[config.mk]
export PLATFORM = sky130hd
export DESIGN_NAME = alu_share_arbiter
export DESIGN_NICKNAME = d
export VERILOG_FILES = /design/src/rtl/alu_share_arbiter.sv
export SDC_FILE = /design/constraint.sdc
export NUM_CORES = 1
export LEC_CHECK = 0
export BUFFER_PORTS_ARGS = -buffer_cell sky130_fd_sc_hd__buf_4
export CAP_MARGIN = 0
export CORE_AREA = 2 2 109 111
export DETAILED_ROUTE_END_ITERATION = 16
export DIE_AREA = 0 0 111 113
export PLACE_DENSITY = 0.8
export SYNTH_ARGS = -nofsm -noshare
export SYNTH_HDL_FRONTEND = slang
export SYNTH_SLANG_ARGS = --single-unit
[constraint.sdc]
create_clock -name clk -period 2.6 [get_ports clk]
set_input_delay 0.52 -clock clk [delete_from_list [all_inputs] [get_ports clk]]
set_output_delay 0.52 -clock clk [all_outputs]
set_load 0.1 [all_outputs]
[src/rtl/alu_share_arbiter.sv]
// alu_share_arbiter: shares one ALU between NUM_REQ requesters, one op in flight, valid/ready response.
// Define ALU_ARB_FIXED_PRIO_EN for fixed priority (lowest index wins); default is round-robin.
module alu_share_arbiter #(
    parameter int NUM_REQ = 2,
    parameter int DATA_W  = 32,
    parameter int ID_W    = (NUM_REQ > 1) ? $clog2(NUM_REQ) : 1
) (
    input  logic                      clk,
    input  logic                      rst_n,
    input  logic [NUM_REQ-1:0]        req_valid,
    output logic [NUM_REQ-1:0]        req_ready,
    input  logic [NUM_REQ*DATA_W-1:0] req_a,
    input  logic [NUM_REQ*DATA_W-1:0] req_b,
    input  logic [NUM_REQ*4-1:0]      req_ctrl,
    output logic [DATA_W-1:0]         alu_a,
    output logic [DATA_W-1:0]         alu_b,
    output logic [3:0]                alu_ctrl,
    input  logic [DATA_W-1:0]         alu_data,
    input  logic                      alu_carry,
    input  logic                      alu_zero,
    output logic                      rsp_valid,
    input  logic                      rsp_ready,
    output logic [ID_W-1:0]           rsp_id,
    output logic [DATA_W-1:0]         rsp_data,
    output logic                      rsp_carry,
    output logic                      rsp_zero
);

    typedef enum logic [1:0] {IDLE, EXEC, RESP} state_t;

    state_t              state_q, state_d;
    logic [ID_W-1:0]     start, win_idx, id_q, id_d, rsp_id_q, rsp_id_d;
    logic                win_found;
    logic [DATA_W-1:0]   alu_a_q, alu_a_d, alu_b_q, alu_b_d, rsp_data_q, rsp_data_d;
    logic [3:0]          alu_ctrl_q, alu_ctrl_d;
    logic                rsp_valid_q, rsp_valid_d, rsp_carry_q, rsp_carry_d, rsp_zero_q, rsp_zero_d;

`ifdef ALU_ARB_FIXED_PRIO_EN
    assign start = '0;
`else
    logic [ID_W-1:0] ptr_q, ptr_d;

    assign start = ptr_q;

    // Pointer moves just past the winner, only when a request actually transfers
    always_comb begin
        ptr_d = ptr_q;
        if (state_q == IDLE && win_found)
            ptr_d = (win_idx == ID_W'(NUM_REQ - 1)) ? '0 : win_idx + 1'b1;
    end

    // Round-robin pointer register; requester 0 has top priority after reset
    always_ff @(posedge clk or negedge rst_n) begin
        if (!rst_n)
            ptr_q <= '0;
        else
            ptr_q <= ptr_d;
    end
`endif

    // Find the first valid requester starting at 'start', wrapping at NUM_REQ
    always_comb begin
        logic [ID_W:0] pos;
        pos       = '0;
        win_found = 1'b0;
        win_idx   = '0;
        for (int k = NUM_REQ - 1; k >= 0; k--) begin
            pos = {1'b0, start} + (ID_W+1)'(k);
            if (pos >= (ID_W+1)'(NUM_REQ))
                pos = pos - (ID_W+1)'(NUM_REQ);
            if (req_valid[pos[ID_W-1:0]]) begin
                win_found = 1'b1;
                win_idx   = pos[ID_W-1:0];
            end
        end
    end

    // FSM next state, grant, operand issue and response capture
    always_comb begin
        state_d     = state_q;
        id_d        = id_q;
        alu_a_d     = alu_a_q;
        alu_b_d     = alu_b_q;
        alu_ctrl_d  = alu_ctrl_q;
        rsp_valid_d = rsp_valid_q;
        rsp_id_d    = rsp_id_q;
        rsp_data_d  = rsp_data_q;
        rsp_carry_d = rsp_carry_q;
        rsp_zero_d  = rsp_zero_q;
        req_ready   = '0;
        case (state_q)
            IDLE: if (win_found) begin
                req_ready  = {NUM_REQ{rst_n}} & (NUM_REQ'(1) << win_idx);
                alu_a_d    = req_a[win_idx*DATA_W +: DATA_W];
                alu_b_d    = req_b[win_idx*DATA_W +: DATA_W];
                alu_ctrl_d = req_ctrl[win_idx*4 +: 4];
                id_d       = win_idx;
                state_d    = EXEC;
            end
            EXEC: begin
                rsp_valid_d = 1'b1;
                rsp_id_d    = id_q;
                rsp_data_d  = alu_data;
                rsp_carry_d = alu_carry;
                rsp_zero_d  = alu_zero;
                state_d     = RESP;
            end
            RESP: if (rsp_ready) begin
                rsp_valid_d = 1'b0;
                state_d     = IDLE;
            end
            default: state_d = IDLE;
        endcase
    end

    // State, ALU operand and response registers
    always_ff @(posedge clk or negedge rst_n) begin
        if (!rst_n) begin
            state_q     <= IDLE;
            id_q        <= '0;
            alu_a_q     <= '0;
            alu_b_q     <= '0;
            alu_ctrl_q  <= '0;
            rsp_valid_q <= 1'b0;
            rsp_id_q    <= '0;
            rsp_data_q  <= '0;
            rsp_carry_q <= 1'b0;
            rsp_zero_q  <= 1'b0;
        end else begin
            state_q     <= state_d;
            id_q        <= id_d;
            alu_a_q     <= alu_a_d;
            alu_b_q     <= alu_b_d;
            alu_ctrl_q  <= alu_ctrl_d;
            rsp_valid_q <= rsp_valid_d;
            rsp_id_q    <= rsp_id_d;
            rsp_data_q  <= rsp_data_d;
            rsp_carry_q <= rsp_carry_d;
            rsp_zero_q  <= rsp_zero_d;
        end
    end

    assign alu_a     = alu_a_q;
    assign alu_b     = alu_b_q;
    assign alu_ctrl  = alu_ctrl_q;
    assign rsp_valid = rsp_valid_q;
    assign rsp_id    = rsp_id_q;
    assign rsp_data  = rsp_data_q;
    assign rsp_carry = rsp_carry_q;
    assign rsp_zero  = rsp_zero_q;

endmodule

==> results of run 1 <==
## cells in the final DEF, fill, tap and decap left out
cell,n
a21oi_1,2
buf_4,286
clkbuf_8,1
and2_1,2
mux2_2,35
bufinv_16,2
a221o_1,68
nor2_1,2
nor2_4,1
nor3b_1,1
nand2_1,2
clkbuf_16,9
o21ai_0,2
o21a_1,68
and2b_1,1
inv_1,1
buf_12,1
or2_2,2
nand2b_1,3
clkinv_2,3
and3_2,2
dfrtp_1,108
clkbuf_1,1
## flip-flops by register name, summed over array words and instances (netlist names)
signal and count:
rsp_carry 1, alu_a 32, id_q 1, ptr_q 1, rsp_zero 1, alu_b 32, alu_ctrl 4, state_q 2
rsp_valid 1, rsp_id 1, rsp_data 32
## routing by layer
layer	wire length, µm	part of all wire [%]
met3	1080	7.6
met1	5400	38
met4	307	2.2
met2	7310	52
met5	0	0
## critical path, cell delays in order (launching register included)
cell and delay [ns]:
dfrtp_1 0.43, nor2_1 0.17, and3_2 0.21, and2_1 0.13
buf_4 0.29
## how the worst max path moves through the flow
stage                     slack (ns)                     to                    from
after floorplan                 0.25           req_ready[1]            req_valid[0]
after global placement          0.75  alu_a[12]$_DFFE_PN0P_            req_valid[0]
after detailed placement        0.74   alu_b[8]$_DFFE_PN0P_            req_valid[0]
after CTS                       0.50           req_ready[1]  state_q[1]$_DFFE_PN0P_
after global routing            0.43           req_ready[1]  state_q[0]$_DFFE_PN0P_
final                           0.52           req_ready[1]  state_q[1]$_DFFE_PN0P_
## final cells by class
class                           count  area share [%]
Sequential cell                   108            38.2
Timing Repair Buffer              287            30.6
Multi-Input combinational cell    191            24.1
Clock buffer                       11            3.43
Tap cell                          143            2.53
Clock inverter                      5            1.06
Inverter                            1          0.0531
## cells by family after synthesis
family                 synth area share (%)
buffers and inverters                  4.72
AOI/OAI and AO/OA                      26.2
and+or+nand+nor                        1.95
muxes                                  8.54
DFF                                    58.6
## metrics by stage
stage	instance area (µm²)	hold WS, ns	utilization, %	cells
global route	7080	0.365	62.8	746
finish	7080	0.308	62.8	746
floorplan	4620	0.224	-	335
global placement	6760	0.486	60.0	730
CTS	7080	0.328	62.8	746
detailed placement	6760	0.497	60.0	730
==> qor.csv, run 1 <==
stage;metric;value;unit
global_route;met1 usage;25.5;%
global_route;M3 GR Usage;5.46;%
logic_synthesis;area leader, netlist;dfrtp_1;
cts;H-tree lvl count;3;
finish;ANT cells;0;
place;worst slack, placed;0.735;ns
sta;Max Slew Vio Count;0;
worst_setup_path;Crit Path Category;flip-flop to primary output;
worst_setup_path;startpoint types;flip-flop;
global_route;largest net degree at the start of global routing;72;
die;Die W;111;µm
worst_setup_path;CP Capture Type;primary output;
logic_synthesis;Synth area leaders;dfrtp_1 (59%), a221o_1 (15%), o21a_1 (11%);
global_route;global-route usage over all layers;21.9;%
drt;DR pass1 iterations;4;
finish;FILL cells;935;
cts;post-CTS setup repair buffer count;0;
logic_synthesis;synth cell count leaders;dfrtp_1 (108), a221o_1 (68), o21a_1 (68), mux2_2 (35), buf_2 (18);
die;Core Region;11300;µm²
logic_synthesis;number of synthesized register bits;108;
sta;final hold vios;0;
die;IO Count;281;
die;initial core utilization;40.9;%
hold_path;worst min path class;input pin to asynchronous set/reset pin;
cts;Root Buffer;clkbuf_16;
drt;antenna-violating nets left;0;
logic_synthesis;most common cell in the netlist;dfrtp_1;
worst_setup_path;FF-to-FF End;alu_a[11]$_DFFE_PN0P_;
cts;clk buf depth;2;
die;die area;12500;µm²
cts;Post-CTS Hold Fix Bufs;0;
die;row count;39;
worst_setup_path;Crit Path Max Fanout;6;
cts;clk_lat worst skew;0.34;ns
logic_synthesis;Synth top area share;58.6;%
worst_setup_path;FF-to-FF path depth;4;
global_route;number of global-route vias before repair;4161;
logic_synthesis;syn_nets;510;
logic_synthesis;EDFF count, synth;0;
cts;CTS Sinks;108;
cts;post-cts sizing count;0;
sta;Setup WS post-layout;0.520;ns
sta;Worst Clk Skew;0.00378;ns
cts;Reg clk slew, reported paths;0.07;ns
logic_synthesis;Netlist Area Pre-Place;4620;µm²
logic_synthesis;Most used DFF post-synth;dfrtp_1;
flow_run;Max-Cap Viols;0;
worst_setup_path;Reg2Reg Setup Slack;0.79;ns
drt;DR WL/cell;18.9;µm
logic_synthesis;Mapped Cells;335;
sta;final worst path period need;2.08;ns
die;Die Ht;113;µm
cts;Num CTS Buffers;9;
sta;RSZ-0062 raised after global routing;false;
global_route;grt met2 use;39.6;%
cts;CTS tree;yes;
logic_synthesis;Yosys Warn Count;0;
drt;vias per cell;5.46;
finish;area grow syn2layout;53.3;%
place;post-DP HPWL;10.1;mm
worst_setup_path;CP arrival;1.56;ns
worst_setup_path;worst r2r src;state_q[1]$_DFFE_PN0P_;
finish;multi-input logic area;1710;µm²
worst_setup_path;WP data required;2.08;ns
logic_synthesis;syn avg cell area;13.8;µm²
global_route;grt total ovfl;0;
sta;# setup viols final;0;
finish;final layout net count;773;
sta;Setup TNS;0;ns
logic_synthesis;Async S/R FF share, synth;100;%
drt;via count;4072;
place;routability cong.;0.825;
global_route;GRT busiest layer;met2;
drt;DRC Markers;0;
global_route;initial antenna violation count;0;
sta;FMAX;0.481;GHz
logic_synthesis;synth unique cells;19;
outcome;status;completed;
place;Port Buf Inserts;280;
finish;register area;2700;µm²
logic_synthesis;register area share after synthesis;58.6;%
global_route;first-pass GRT wire length;21.9;mm
drt;total wire length;14.1;mm
sta;Max-Slew Margin vs Limit;47.3;%
sta;measured slew at the worst slew-check pin;0.790;ns
finish;share of cells above drive strength 1;56.7;%
drt;initial DRC count;290;
sta;final period utilization;80.0;%
Power of run 1 is left out: the tool's default activity adds up to more than one toggle a clock period on the data nets, which glitch-free logic cannot reach.
==> run 2, diff against run 1 <==
--- a/config.mk
+++ b/config.mk
@@ -7,9 +7,8 @@
 export LEC_CHECK = 0
 export BUFFER_PORTS_ARGS = -buffer_cell sky130_fd_sc_hd__buf_4
 export CAP_MARGIN = 0
-export CORE_AREA = 2 2 109 111
+export CORE_UTILIZATION = 39
 export DETAILED_ROUTE_END_ITERATION = 16
-export DIE_AREA = 0 0 111 113
 export PLACE_DENSITY = 0.8
 export SYNTH_ARGS = -nofsm -noshare
 export SYNTH_HDL_FRONTEND = slang
==> constraint.sdc (replaced) <==
create_clock -name clk -period 1.7 [get_ports clk]
set_input_delay 0.34 -clock clk [delete_from_list [all_inputs] [get_ports clk]]
set_output_delay 0.34 -clock clk [all_outputs]
set_load 0.1 [all_outputs]
==> qor.csv, run 2 (synthesis results as in run 1) <==
stage;metric;value;unit
place;post-DP HPWL;9.82;mm
die;IO Count;281;
outcome;status;complete, but fails checks;
finish;commonest non-fill, non-tap cells in the layout;buf_4 (288), dfrtp_1 (108), o21a_1 (68), a221o_1 (68), mux2_2 (35);
worst_setup_path;startpoint types;flip-flop;
sta;final period utilization;102;%
cts;Root Buffer;clkbuf_16;
sta;# setup viols final;2;
cts;Reg clk slew, reported paths;0.08;ns
worst_setup_path;Reg2Reg Setup Slack;0.07;ns
cts;Num CTS Buffers;9;
finish;share of cells above drive strength 1;58.1;%
finish;filler-free cell count of the finished design;756;
global_route;largest net degree at the start of global routing;102;
global_route;initial antenna violation count;0;
worst_setup_path;FF-to-FF End;alu_b[8]$_DFFE_PN0P_;
drt;DR pass1 iterations;4;
die;Core Region;11500;µm²
sta;Max-Slew Margin vs Limit;64.3;%
finish;ANT cells;0;
worst_setup_path;WP data required;1.36;ns
sta;measured slew at the worst slew-check pin;0.535;ns
hold_path;worst min path class;input pin to asynchronous set/reset pin;
sta;Worst Clk Skew;0.00841;ns
sta;final hold vios;0;
global_route;number of global-route vias before repair;4238;
place;Port Buf Inserts;280;
worst_setup_path;CP Capture Type;primary output;
die;Die Ht;111;µm
drt;initial DRC count;203;
finish;final layout net count;783;
flow_run;Max-Cap Viols;0;
finish;most common cell after layout, fill and taps aside;buf_4;
drt;DRC Markers;0;
worst_setup_path;Crit Path Category;flip-flop to primary output;
worst_setup_path;FF-to-FF path depth;5;
die;initial core utilization;40.3;%
worst_setup_path;worst r2r src;state_q[0]$_DFFE_PN0P_;
sta;final worst path period need;1.73;ns
place;dpl cells;734;
drt;vias per cell;5.37;
cts;H-tree lvl count;3;
cts;clk buf depth;2;
finish;area grow syn2layout;57.1;%
drt;antenna-violating nets left;0;
drt;via count;4056;
finish;FILL cells;887;
cts;CTS tree;yes;
die;row count;39;
drt;DR WL/cell;18.5;µm
cts;CTS Sinks;108;
outcome;failing checks;negative setup slack;
worst_setup_path;Crit Path Max Fanout;2;
place;routability cong.;0.801;
cts;clk_lat worst skew;0.34;ns
sta;FMAX;0.578;GHz
sta;Max Slew Vio Count;0;
global_route;global-route usage over all layers;22.5;%
die;die area;12300;µm²
sta;Setup TNS;-0.0539;ns
place;worst slack, placed;0.0871;ns
sta;RSZ-0062 raised after global routing;true;
global_route;grt total ovfl;0;
global_route;first-pass GRT wire length;21.9;mm
drt;total wire length;14.0;mm
die;Die W;111;µm
sta;Setup WS post-layout;-0.0314;ns
worst_setup_path;CP arrival;1.39;ns
==> run 2: layer usage <==
metal	global-route usage, %	part of all wire (%)	up-vias
met5	0	0	-
met4	9.78	2.4	0
met2	39.6	53	179
met3	5.19	6.7	27
li1	-	-	1853
met1	26.1	38	1997
==> run 2: per-stage QoR <==
stage / hold slack [ns] / utilization (%) / area, µm²
CTS: 0.123 / 63.0 / 7220
detailed placement: 0.181 / 59.6 / 6830
finish: 0.0915 / 63.2 / 7250
floorplan: 0.0444 / - / 4620
global placement: 0.177 / 59.6 / 6830
global route: 0.144 / 63.2 / 7250
==> run 2: worst max path at each step <==
stage	startpoint	to	slack (ns)	cells past startpoint
detailed placement	state_q[0]$_DFFE_PN0P_	alu_ctrl[2]$_DFFE_PN0P_	0.09	4
floorplan	state_q[0]$_DFFE_PN0P_	req_ready[0]	0.01	5
global route	state_q[1]$_DFFE_PN0P_	req_ready[1]	-0.1	4
finish	state_q[1]$_DFFE_PN0P_	req_ready[0]	-0.03	4
CTS	state_q[1]$_DFFE_PN0P_	req_ready[1]	-0.04	4
global placement	state_q[0]$_DFFE_PN0P_	alu_b[14]$_DFFE_PN0P_	0.15	4
==> run 2: repair_timing <==
item                       in CTS  in global routing
gates resized for setup        11                  1
hold endpoints to repair        7                  0
hold buffers                    1                  0
pin swaps                       3                  1
setup endpoints to repair       2                 40
cloned                          0                  1
setup buffers                   4                  0
==> run 2: layout make-up <==
type	count	area, µm²	share of cell area, %
clock inverters	7	82.6	1.14
inverters	1	3.75	0.0518
multi-input cells	191	1730	23.9
well taps	143	179	2.47
clock buffers	9	225	3.11
flip-flops and latches	108	2700	37.3
repair buffers	297	2330	32.1
==> run 2: critical path, stage by stage, from the launching register on <==
cell and delay (ns):
dfrtp_1 0.39, nor2_2 0.15, and3_4 0.20, and2_4 0.15
buf_12 0.17
Power of run 2 is left out for the same reason.
==> run 3, diff against run 2 <==
--- a/config.mk
+++ b/config.mk
@@ -10,6 +10,8 @@
 export CORE_UTILIZATION = 39
 export DETAILED_ROUTE_END_ITERATION = 16
 export PLACE_DENSITY = 0.8
+export RECOVER_POWER = 100
 export SYNTH_ARGS = -nofsm -noshare
 export SYNTH_HDL_FRONTEND = slang
 export SYNTH_SLANG_ARGS = --single-unit
+export TNS_END_PERCENT = 30
==> qor.csv, run 3 (synthesis results as in run 1) <==
stage;metric;value;unit
outcome;status;complete, but fails checks;
outcome;failing checks;negative setup slack;
global_route;first-pass GRT wire length;21.8;mm
place;post-DP HPWL;9.82;mm
hold_path;worst min path class;input pin to flip-flop;
drt;vias per cell;5.39;
place;dpl cells;733;
die;Die W;111;µm
drt;DR pass1 iterations;4;
sta;final hold vios;0;
cts;Num CTS Buffers;9;
worst_setup_path;CP cell instances;nor2_2, and3_4, and2_4, buf_12;
sta;Setup TNS;-0.0813;ns
sta;final period utilization;102;%
worst_setup_path;worst r2r src;state_q[1]$_DFFE_PN0P_;
cts;Root Buffer;clkbuf_16;
flow_run;Max-Cap Viols;0;
sta;Max Slew Vio Count;0;
die;IO Count;281;
worst_setup_path;crit path buf inv count;1;
drt;initial DRC count;198;
worst_setup_path;WP data required;1.36;ns
global_route;global-route usage over all layers;22.3;%
finish;filler-free cell count of the finished design;756;
worst_setup_path;CP arrival;1.40;ns
finish;area grow syn2layout;49.6;%
worst_setup_path;startpoint types;flip-flop;
finish;most common cell after layout, fill and taps aside;buf_4;
worst_setup_path;max incr delay on CP;0.41;ns
die;die area;12300;µm²
sta;Max-Slew Margin vs Limit;21.7;%
hold_path;hold path start;req_b[54];
cts;clk buf depth;2;
die;row count;39;
drt;DRC Markers;0;
worst_setup_path;CP Capture Type;primary output;
drt;DR WL/cell;18.3;µm
sta;Worst Clk Skew;0.00518;ns
sta;# setup viols final;2;
cts;clk_lat worst skew;0.33;ns
sta;RSZ-0062 raised after global routing;true;
sta;FMAX;0.574;GHz
finish;share of cells above drive strength 1;57.3;%
worst_setup_path;Crit Path Category;flip-flop to primary output;
die;initial core utilization;40.3;%
global_route;initial antenna violation count;0;
global_route;grt total ovfl;0;
drt;via count;4074;
die;Die Ht;111;µm
finish;final layout net count;783;
sta;final worst path period need;1.74;ns
place;Port Buf Inserts;280;
sta;measured slew at the worst slew-check pin;1.17;ns
cts;Reg clk slew, reported paths;0.07;ns
finish;ANT cells;0;
worst_setup_path;worst setup path start;state_q[1]$_DFFE_PN0P_;
finish;commonest non-fill, non-tap cells in the layout;buf_4 (183), dfrtp_1 (108), clkbuf_2 (104), o21a_1 (68), a221o_1 (68);
cts;CTS tree;yes;
drt;antenna-violating nets left;0;
place;routability cong.;0.807;
cts;CTS Sinks;108;
worst_setup_path;top cell family by delay on the critical path;simple AND/OR/NAND/NOR gates;
drt;total wire length;13.9;mm
global_route;largest net degree at the start of global routing;88;
cts;H-tree lvl count;3;
sta;Setup WS post-layout;-0.0416;ns
worst_setup_path;Slowest cell on crit path;dfrtp_1;
worst_setup_path;Crit Path Max Fanout;3;
die;Core Region;11500;µm²
global_route;number of global-route vias before repair;4198;
finish;Util after Layout;60.2;%
## run 3: changes by cell type in the layout (fill, tap and decap cells not counted), moves of 3 or more
cell      previous run  this run
buf_12               6         3
buf_4              288       183
clkbuf_1             0         3
clkbuf_2             0       104
## run 3: per-layer routing
| metal | part of all wire (%) | wire length (µm) | global-route usage (%) | vias up |
|---|---|---|---|---|
| li1 | - | - | - | 1853 |
| met1 | 40 | 5570 | 26.2 | 2012 |
| met2 | 52 | 7210 | 40.2 | 191 |
| met3 | 6.3 | 871 | 4.54 | 18 |
| met4 | 1.6 | 216 | 8.09 | 0 |
| met5 | 0 | 0 | 0 | - |
## run 3: through the flow
stage | hold slack [ns] | cell area [µm²] | setup WS, ns
2_1_floorplan | 0.0444 | 4620 | -0.123
6_report | 0.225 | 6910 | -0.0416
3_5_place_dp | 0.155 | 6820 | 0.126
3_3_place_gp | 0.154 | 6820 | 0.171
4_1_cts | 0.214 | 7200 | -0.0470
5_1_grt | 0.219 | 6910 | -0.0907
## run 3: timing repair
item                                   4_1_cts  5_1_grt
hold buffers                                 2        0
setup endpoints to repair                    2       58
cloned                                       0        1
resized for setup                           10        2
buffers inserted                             4        0
pin swaps                                    3        3
endpoints found under the hold margin        3        0
## run 3: worst paths after layout
kind | to | slack (ns) | depth (start not counted)
hold reg to reg | rsp_data[2]$_DFFE_PN0P_ | 0.51 | 1
setup / recovery | req_ready[0] | -0.04 | 4
hold / removal | alu_b[22]$_DFFE_PN0P_ | 0.23 | 2
max in group asynchronous | alu_b[7]$_DFFE_PN0P_ | 0.34 | 3
setup reg to reg | alu_b[8]$_DFFE_PN0P_ | 0.02 | 5
min in group asynchronous | state_q[1]$_DFFE_PN0P_ | 0.40 | 2
## run 3: cell type report
class	count	area (µm²)
Clock inverter	4	33.8
Tap cell	143	179
Timing Repair Buffer	297	2010
Inverter	1	3.75
Sequential cell	108	2700
Multi-Input combinational cell	191	1720
Clock buffer	12	256
Fill cell	1011	4560
## run 3: worst register-to-register path: cells and delay by family, from the launching register on
family                 cells  cell delay (ns)
AOI/OAI and AO/OA          2             0.51
DFF                        1             0.41
buffers and inverters      2             0.39
and+or+nand+nor            1             0.26
Power of run 3 is left out for the same reason.
